[src/rtl/meta_parser.sv]
// meta_parser
// Decodes a SUMP metadata byte stream, one byte per byte_valid strobe.
// Numeric tokens are latched into field registers. String tokens are
// forwarded one character per cycle.
//
// Ports:
//   clock, extReset_n   system clock, asynchronous active-low reset
//   start               clear all fields and arm the parser (wins over byte_valid)
//   byte_valid, byte_in received metadata byte strobe and data
//   mem_size, max_rate  32-bit fields for keys 0x21 / 0x23
//   num_probes          8-bit field for key 0x40
//   proto_ver           8-bit field for key 0x41
//   str_valid, str_key, str_char
//                       string character stream (0x00 char ends a string)
//   busy                parser armed and not yet terminated
//   done                one-cycle pulse on a clean end-of-data token
//   error               sticky until the next start or reset
//
// state  | meaning
// -------+-----------------------------------------------------------
// IDLE   | not armed, bytes ignored
// KEY    | next byte is a token key
// STRING | forwarding string characters until a 0x00 byte
// LONG   | collecting a 4-byte MSB-first payload
// SHORT  | collecting a 1-byte payload
// DONE   | clean end of data, bytes ignored until start
// ERROR  | illegal key or stream too long, bytes ignored until start
module meta_parser #(
  parameter int METADATA_MAX = 64
) (
  input  logic        clock,
  input  logic        extReset_n,
  input  logic        start,
  input  logic        byte_valid,
  input  logic [7:0]  byte_in,
  output logic [31:0] mem_size,
  output logic [31:0] max_rate,
  output logic [7:0]  num_probes,
  output logic [7:0]  proto_ver,
  output logic        str_valid,
  output logic [7:0]  str_key,
  output logic [7:0]  str_char,
  output logic        busy,
  output logic        done,
  output logic        error
);

  typedef enum logic [2:0] {
    ST_IDLE,
    ST_KEY,
    ST_STRING,
    ST_LONG,
    ST_SHORT,
    ST_DONE,
    ST_ERROR
  } state_t;

  state_t      state, state_nxt;

  logic [6:0]  byte_cnt, byte_cnt_nxt;
  logic [1:0]  long_cnt, long_cnt_nxt;
  logic [23:0] shift_reg, shift_reg_nxt;
  logic [7:0]  cur_key, cur_key_nxt;

  logic [31:0] mem_size_nxt, max_rate_nxt;
  logic [7:0]  num_probes_nxt, proto_ver_nxt;
  logic [7:0]  str_key_nxt, str_char_nxt;
  logic        str_valid_nxt, busy_nxt, done_nxt, error_nxt;

  logic        armed;
  logic        at_limit;
  logic [31:0] long_word;

  assign armed     = (state == ST_KEY) || (state == ST_STRING) ||
                     (state == ST_LONG) || (state == ST_SHORT);
  // METADATA_MAX bytes already accepted: any further byte overflows.
  assign at_limit  = (byte_cnt == 7'(METADATA_MAX));
  assign long_word = {shift_reg, byte_in};

  always_ff @(posedge clock or negedge extReset_n) begin
    if (!extReset_n) begin
      state <= ST_IDLE;
    end else begin
      state <= state_nxt;
    end
  end

  always_comb begin
    state_nxt      = state;
    byte_cnt_nxt   = byte_cnt;
    long_cnt_nxt   = long_cnt;
    shift_reg_nxt  = shift_reg;
    cur_key_nxt    = cur_key;
    mem_size_nxt   = mem_size;
    max_rate_nxt   = max_rate;
    num_probes_nxt = num_probes;
    proto_ver_nxt  = proto_ver;
    str_key_nxt    = str_key;
    str_char_nxt   = str_char;
    str_valid_nxt  = 1'b0;
    done_nxt       = 1'b0;
    error_nxt      = error;

    if (start) begin
      // Any byte presented in the same cycle is dropped.
      state_nxt      = ST_KEY;
      byte_cnt_nxt   = '0;
      long_cnt_nxt   = '0;
      shift_reg_nxt  = '0;
      mem_size_nxt   = '0;
      max_rate_nxt   = '0;
      num_probes_nxt = '0;
      proto_ver_nxt  = '0;
      error_nxt      = 1'b0;
    end else if (byte_valid && armed) begin
      if (at_limit) begin
        state_nxt = ST_ERROR;
        error_nxt = 1'b1;
      end else begin
        byte_cnt_nxt = byte_cnt + 7'd1;
        case (state)
          ST_KEY: begin
            cur_key_nxt = byte_in;
            if (byte_in == 8'h00) begin
              state_nxt = ST_DONE;
              done_nxt  = 1'b1;
            end else begin
              case (byte_in[7:5])
                3'b000: begin
                  str_key_nxt = byte_in;
                  state_nxt   = ST_STRING;
                end
                3'b001: begin
                  shift_reg_nxt = '0;
                  long_cnt_nxt  = '0;
                  state_nxt     = ST_LONG;
                end
                3'b010: begin
                  state_nxt = ST_SHORT;
                end
                default: begin
                  state_nxt = ST_ERROR;
                  error_nxt = 1'b1;
                end
              endcase
            end
          end
          ST_STRING: begin
            str_valid_nxt = 1'b1;
            str_char_nxt  = byte_in;
            if (byte_in == 8'h00) begin
              state_nxt = ST_KEY;
            end
          end
          ST_LONG: begin
            if (long_cnt == 2'd3) begin
              // Commit only on the final byte so a truncated field never lands.
              case (cur_key)
                8'h21:   mem_size_nxt = long_word;
                8'h23:   max_rate_nxt = long_word;
                default: ;
              endcase
              state_nxt = ST_KEY;
            end else begin
              shift_reg_nxt = long_word[23:0];
              long_cnt_nxt  = long_cnt + 2'd1;
            end
          end
          ST_SHORT: begin
            case (cur_key)
              8'h40:   num_probes_nxt = byte_in;
              8'h41:   proto_ver_nxt  = byte_in;
              default: ;
            endcase
            state_nxt = ST_KEY;
          end
          default: ;
        endcase
      end
    end

    busy_nxt = (state_nxt == ST_KEY) || (state_nxt == ST_STRING) ||
               (state_nxt == ST_LONG) || (state_nxt == ST_SHORT);
  end

  always_ff @(posedge clock or negedge extReset_n) begin
    if (!extReset_n) begin
      byte_cnt   <= '0;
      long_cnt   <= '0;
      shift_reg  <= '0;
      cur_key    <= '0;
      mem_size   <= '0;
      max_rate   <= '0;
      num_probes <= '0;
      proto_ver  <= '0;
      str_key    <= '0;
      str_char   <= '0;
      str_valid  <= 1'b0;
      busy       <= 1'b0;
      done       <= 1'b0;
      error      <= 1'b0;
    end else begin
      byte_cnt   <= byte_cnt_nxt;
      long_cnt   <= long_cnt_nxt;
      shift_reg  <= shift_reg_nxt;
      cur_key    <= cur_key_nxt;
      mem_size   <= mem_size_nxt;
      max_rate   <= max_rate_nxt;
      num_probes <= num_probes_nxt;
      proto_ver  <= proto_ver_nxt;
      str_key    <= str_key_nxt;
      str_char   <= str_char_nxt;
      str_valid  <= str_valid_nxt;
      busy       <= busy_nxt;
      done       <= done_nxt;
      error      <= error_nxt;
    end
  end

endmodule

[config.mk]
export PLATFORM = sky130hd
export DESIGN_NAME = meta_parser
export DESIGN_NICKNAME = d
export VERILOG_FILES = /design/src/rtl/meta_parser.sv
export SDC_FILE = /design/constraint.sdc
export NUM_CORES = 1
export LEC_CHECK = 0
export CORE_MARGIN = 2
export CORE_UTILIZATION = 56
export DETAILED_ROUTE_END_ITERATION = 10
export PLACE_DENSITY = 0.95
export SYNTH_ARGS = -nofsm -noshare
export SYNTH_HDL_FRONTEND = slang
export SYNTH_SLANG_ARGS = --single-unit
[constraint.sdc]
create_clock -name clock -period 3.3 [get_ports clock]
set_input_delay 0.66 -clock clock [delete_from_list [all_inputs] [get_ports clock]]
set_output_delay 0.66 -clock clock [all_outputs]
set_load 0.01 [all_outputs]
### After elaboration in Yosys (flattened, before gate mapping)

Cells that the tools add are included.

| word-level totals | value |
|---|---|
| register bits after elaboration | 144 |
| bits in latches | 0 |
| RAM bits | 0 |
| ROM bits | 0 |
| bits of input ports | 12 |
| output and inout port bits | 100 |
| logic and storage cells | 134 |
| memories | 0 |

| operators by class | value |
|---|---|
| add/subtract/negate cells | 2 |
| multiply operators | 0 |
| div/mod/pow operators | 0 |
| $lt $le $gt $ge | 0 |
| eq/ne operators | 22 |
| shifts and indexed selects | 0 |
| mux-type cells | 62 |
| bitwise gates (word level) | 3 |
| reductions and logical operators | 30 |

Operators by type and width:

| cell | number |
|---|---|
| 32-bit two-way mux | 12 |
| 24-bit two-way mux | 6 |
| 8-bit two-way mux | 10 |
| 24-bit case mux with 2 select lines | 1 |
| 7-bit two-way mux | 3 |
| 4-bit AND reduction | 5 |
| 3-bit two-way mux | 6 |
| 8-bit by 6-bit == test with 1-bit output (second input constant) | 2 |
| 8-bit by 7-bit == test with 1-bit output (second input constant) | 2 |
| 2-bit nonzero test | 8 |
| 3-bit by 2-bit == test with 1-bit output (second input constant) | 5 |
| 1-bit two-way mux | 15 |
| 2-bit two-way mux | 6 |
| 3-bit case mux with 4 select lines | 1 |
| 6-bit AND reduction | 2 |
| 5-bit AND reduction | 2 |
| 3-bit by 1-bit == test with 1-bit output (second input constant) | 3 |
| 3-bit != test (second input constant) | 3 |
| 3-bit case mux with 3 select lines | 1 |
| 8-bit logical NOT | 1 |
| 7-bit by 1-bit adder with 7-bit output (second input constant) | 1 |
| 7-bit == test (second input constant) | 1 |
| 3-bit == test (second input constant) | 2 |
| 1-bit logical OR | 6 |
| 12 further kinds | 15 |

### Logic depth before layout (Yosys ltp)

| logic depth | value |
|---|---|
| depth in word-level cells | 11 |
| mapped depth | 10 |
| depth with buffers taken out | 7 |

### Worst setup path before layout

No wires, ideal clock.

| timing | value |
|---|---|
| kind | register to register |
| start point | reg byte_cnt[0] |
| end point | reg str_key[0] |
| setup time | 0.128 ns |
| data arrival time | 2.079 ns |
| data required time | 3.172 ns |
| path slack | 1.093 ns |
| cell stages (with the launch flop) | 10 |
| path buffers | 2 |
| period minus slack after synthesis | 2.207 ns |
| cell sequence | dfrtp_1 > inv_1 > ha_1 > nand2b_4 > or4_1 > buf_2 > and2_1 > buf_2 > nand3_2 > mux2_1 |

| on the way | value |
|---|---|
| longest elaborated chain between the ends | 3 |

Ends and longest elaborated chain:

| element | RTL line | source |
|---|---|---|
| start, declared | 60 | `logic [6:0] byte_cnt, byte_cnt_nxt;` |
| start signal, assigned | 203 | `byte_cnt <= byte_cnt_nxt;` |
| 7-bit == test | 77 | `assign at_limit = (byte_cnt == 7'(METADATA_MAX));` |
| 1-bit NOT (no source line) | -- |  |
| 6-bit AND reduction (no source line) | -- |  |
| end signal, assigned | 211 | `str_key <= str_key_nxt;` |
| end, declared | 41 | `output logic [7:0] str_key,` |

Every way passes these cells.
A chain may end at the register's enable or synchronous reset.

### Worst setup path after layout

| timing | value |
|---|---|
| start point | in byte_in[6] |
| end point | reg busy |

| on the way | value |
|---|---|
| longest elaborated chain between the ends | 11 |
| elaborated cells on any way between the ends | 18 |
| those cells by class | 6 x eq/ne; 7 x mux; 5 x reduce/logical |

Ends and longest elaborated chain:

| element | RTL line | source |
|---|---|---|
| start, declared | 35 | `input logic [7:0] byte_in,` |
| 3-bit by 2-bit == test with 1-bit output, or another cell as far along | 128 | `case (byte_in[7:5])` |
| 3-bit case mux with 3 select lines | 128 |  |
| 3-bit two-way mux | 124 | `if (byte_in == 8'h00) begin` |
| 3-bit case mux with 4 select lines * | 121 | `case (state)` |
| 3-bit two-way mux * | 116 | `if (at_limit) begin` |
| 3-bit two-way mux * | 115 | `end else if (byte_valid && armed) begin` |
| 3-bit two-way mux * | 104 | `if (start) begin` |
| 3-bit by 1-bit == test with 1-bit output / 3-bit by 2-bit == test with 1-bit output (equally long branches) | 182 | `busy_nxt = (state_nxt == ST_KEY) \|\| (state_nxt == ST_STRING) \|\|` |
| 1-bit logical OR (2 in series) | 182 |  |
| 1-bit logical OR * | 183 | `(state_nxt == ST_LONG) \|\| (state_nxt == ST_SHORT);` |
| named net busy_nxt | 68 | `logic str_valid_nxt, busy_nxt, done_nxt, error_nxt;` |
| end signal, assigned | 214 | `busy <= busy_nxt;` |
| end, declared | 43 | `output logic busy,` |

The timed path passes the listed nets; every way through them passes the cells marked *.

==> reports/metrics.cfg <==
[status]
status = finished, final reports clean

[worst_setup_path]
worstRegToRegCells = 6
cpPeakStageDelay_ns = 0.62
path_depth = 6
critPathMaxFanout = 12
end_kind = register
cp_slowest_cell = clkdlybuf4s50_1
crit_buf_inv = 1
crit_arrival_ns = 2.90
cp-start-kind = primary input
cp_top_family = compound AO/OA/AOI/OAI gates
critPathKind = primary input to register
critPathRequiredTime_ns = 3.70
critical_path.cell_chain = clkdlybuf4s50_1, nor3_1, a31oi_1, a2111oi_0, o221ai_1, xor2_1

[layout]
fin_util_pct = 74.4
drive_above_1_share_pct = 12.0
diodes = 0
nets = 729
area_growth_pct = 29.7

[synth]
synth_cell_type_count = 52
ys_warn_count = 0
synth_edf_count = 0
synthTopCellsByArea = dfrtp_1 (58%), nand2_1 (9.6%), a21oi_1 (7.5%)
synthFlopType = dfrtp_1
syn_area_per_cell_um2 = 10.2
netlist_instances = 610
yosys-top-cells-count = nand2_1 (159), dfrtp_1 (144), a21oi_1 (93)
syn_area_um2 = 6190
synth.net_count = 625
async_flop_share_pct = 100
synth.ff_latch_count = 144
synth_top_area_share_pct = 58.2
synth_area_leader_cell = dfrtp_1
seq_area_frac_synth_pct = 58.2
synth_most_common_cell = nand2_1

[clocking]
cts_root_buf = clkbuf_8
cts_tree = done
hold_buffers = 0
cts_resized = 0
h-tree-depth = 4
path_clk_slew_ns = 0.07
cts_max_path_buffers = 2
cts_buffers = 17
cts_setup_buffers = 0
clock_sinks = 144
clock_latency_ns = 0.52

[sta]
hold_viol = 0
slew_headroom_pct = 44.8
final_max_slew_viol_count = 0
worst_pin_slew_ns = 0.828
fin_tns_setup_ns = 0
min_period_ns = 2.50
rsz0062_at_grt = false
min_period_over_period_pct = 75.7
max_freq_mhz = 400
fin_skew_ns = 0.00821
setup_viol = 0

[drt]
ant_nets = 0
drc = 0
drt-vias-per-instance = 5.85
met2_length_um = 8440
drt_iter0_markers = 395
top_layer_used = met4
drt_wl_total_um = 16100
dr.pass1.iters = 5
routedWlPerCell_um = 18.6
met1_length_um = 6150
vias = 5069
dr_wl_met3_um = 1060

[grt]
grt_pass1_vias = 5242
grt-ovfl-total = 0
grt_pass1_wl_um = 26300
antenna_found_initial = 0
grt_max_degree = 84
gr-usage-all-layers_pct = 29.0

[placement]
place.detailed.hpwl_um = 10500
place.gp.congestion = 0.946
port_buffers = 111

[pwr]
peakVddDrop_mv = 0.455
power-per-cell-area_nw_per_um2 = 565
p_leak_nw = 3.29

[run]
max-cap-violations = 0

[floorplan]
start_util_pct = 57.4
core_area_um2 = 10800
rows = 38
die_w_um = 109
pin_count = 112
die_area_um2 = 11900
die_y_um = 109

[worst_hold_path]
hold_class = primary input to async pin

metal layers:
layer	vias up	GRT usage, %
met3	43	6.93
met4	0	10.8
met2	246	50.2
met1	2524	35.4
met5	-	0
li1	2256	-
cell type report:
cell class                      instances  area (µm²)
Clock inverter                         13         175
Sequential cell                       144        3600
Clock buffer                           19         442
Multi-Input combinational cell        415        2350
Tap cell                              140         175
Fill cell                             705        2760
Inverter                                3        11.3
Timing Repair Buffer                  133        1270
power by group:
part | leakage [nW] | total [W] | internal, W | switching, W
sequential | 1.97 | 0.00200 | 0.00189 | 0.000111
combinational | 1.01 | 0.000570 | 0.000277 | 0.000294
clock | 0.301 | 0.00197 | 0.00121 | 0.000766
metrics by stage:
step           instances  setup WS [ns]  hold WS [ns]  total power [W]  instance area [µm²]
2_1_floorplan        610           1.09         0.364          0.00231                 6190
3_3_place_gp         835          0.454         0.472          0.00256                 7420
3_5_place_dp         835          0.284         0.480          0.00258                 7420
4_1_cts              867          0.847         0.181          0.00455                 8030
5_1_grt              867          0.655         0.202          0.00470                 8030
6_report             867          0.803         0.163          0.00454                 8030
path summary, 6_finish.rpt:
check / startpoint / slack [ns] / to
max in group asynchronous: extReset_n / 2.34 / mem_size[16]
min: extReset_n / 0.16 / mem_size[21]
max: byte_in[6] / 0.80 / busy
max reg2reg: state[0] / 0.90 / max_rate[9]
min in group clock: str_key[7] / 0.50 / str_key[7]
min reg2reg: str_key[7] / 0.50 / str_key[7]
logic make-up after synthesis:
kind of cell	share of synthesized area, %
simple gates	20.1
flops	58.2
compound gates	9.25
xor+xnor	0.990
mux	6.73
fa+ha+maj	0.606
buf+inv	4.16
cells in the final DEF, fill, tap and decap left out, types with 2 or more instances in the layout:
cell type,netlist,final
nand2_1,159,159
dfrtp_1,144,144
clkdlybuf4s50_1,0,109
a21oi_1,93,93
nand3_1,29,29
nor2_1,28,28
buf_4,11,23
mux2i_1,18,18
mux2_2,16,16
clkbuf_16,0,16
xor2_1,6,6
nor4_4,4,5
mux2_1,5,5
nor3_1,4,4
nand2b_1,4,4
o21ai_0,4,4
and2_1,4,4
clkinv_4,0,4
inv_1,3,3
nand4_1,3,3
ha_1,3,3
clkbuf_8,0,3
bufinv_16,0,3
inv_6,0,3
nor3b_1,2,2
nor2b_1,2,2
or4_1,2,2
nand3_2,2,2
and3_1,2,2
Power figures use the tool's default switching activity.
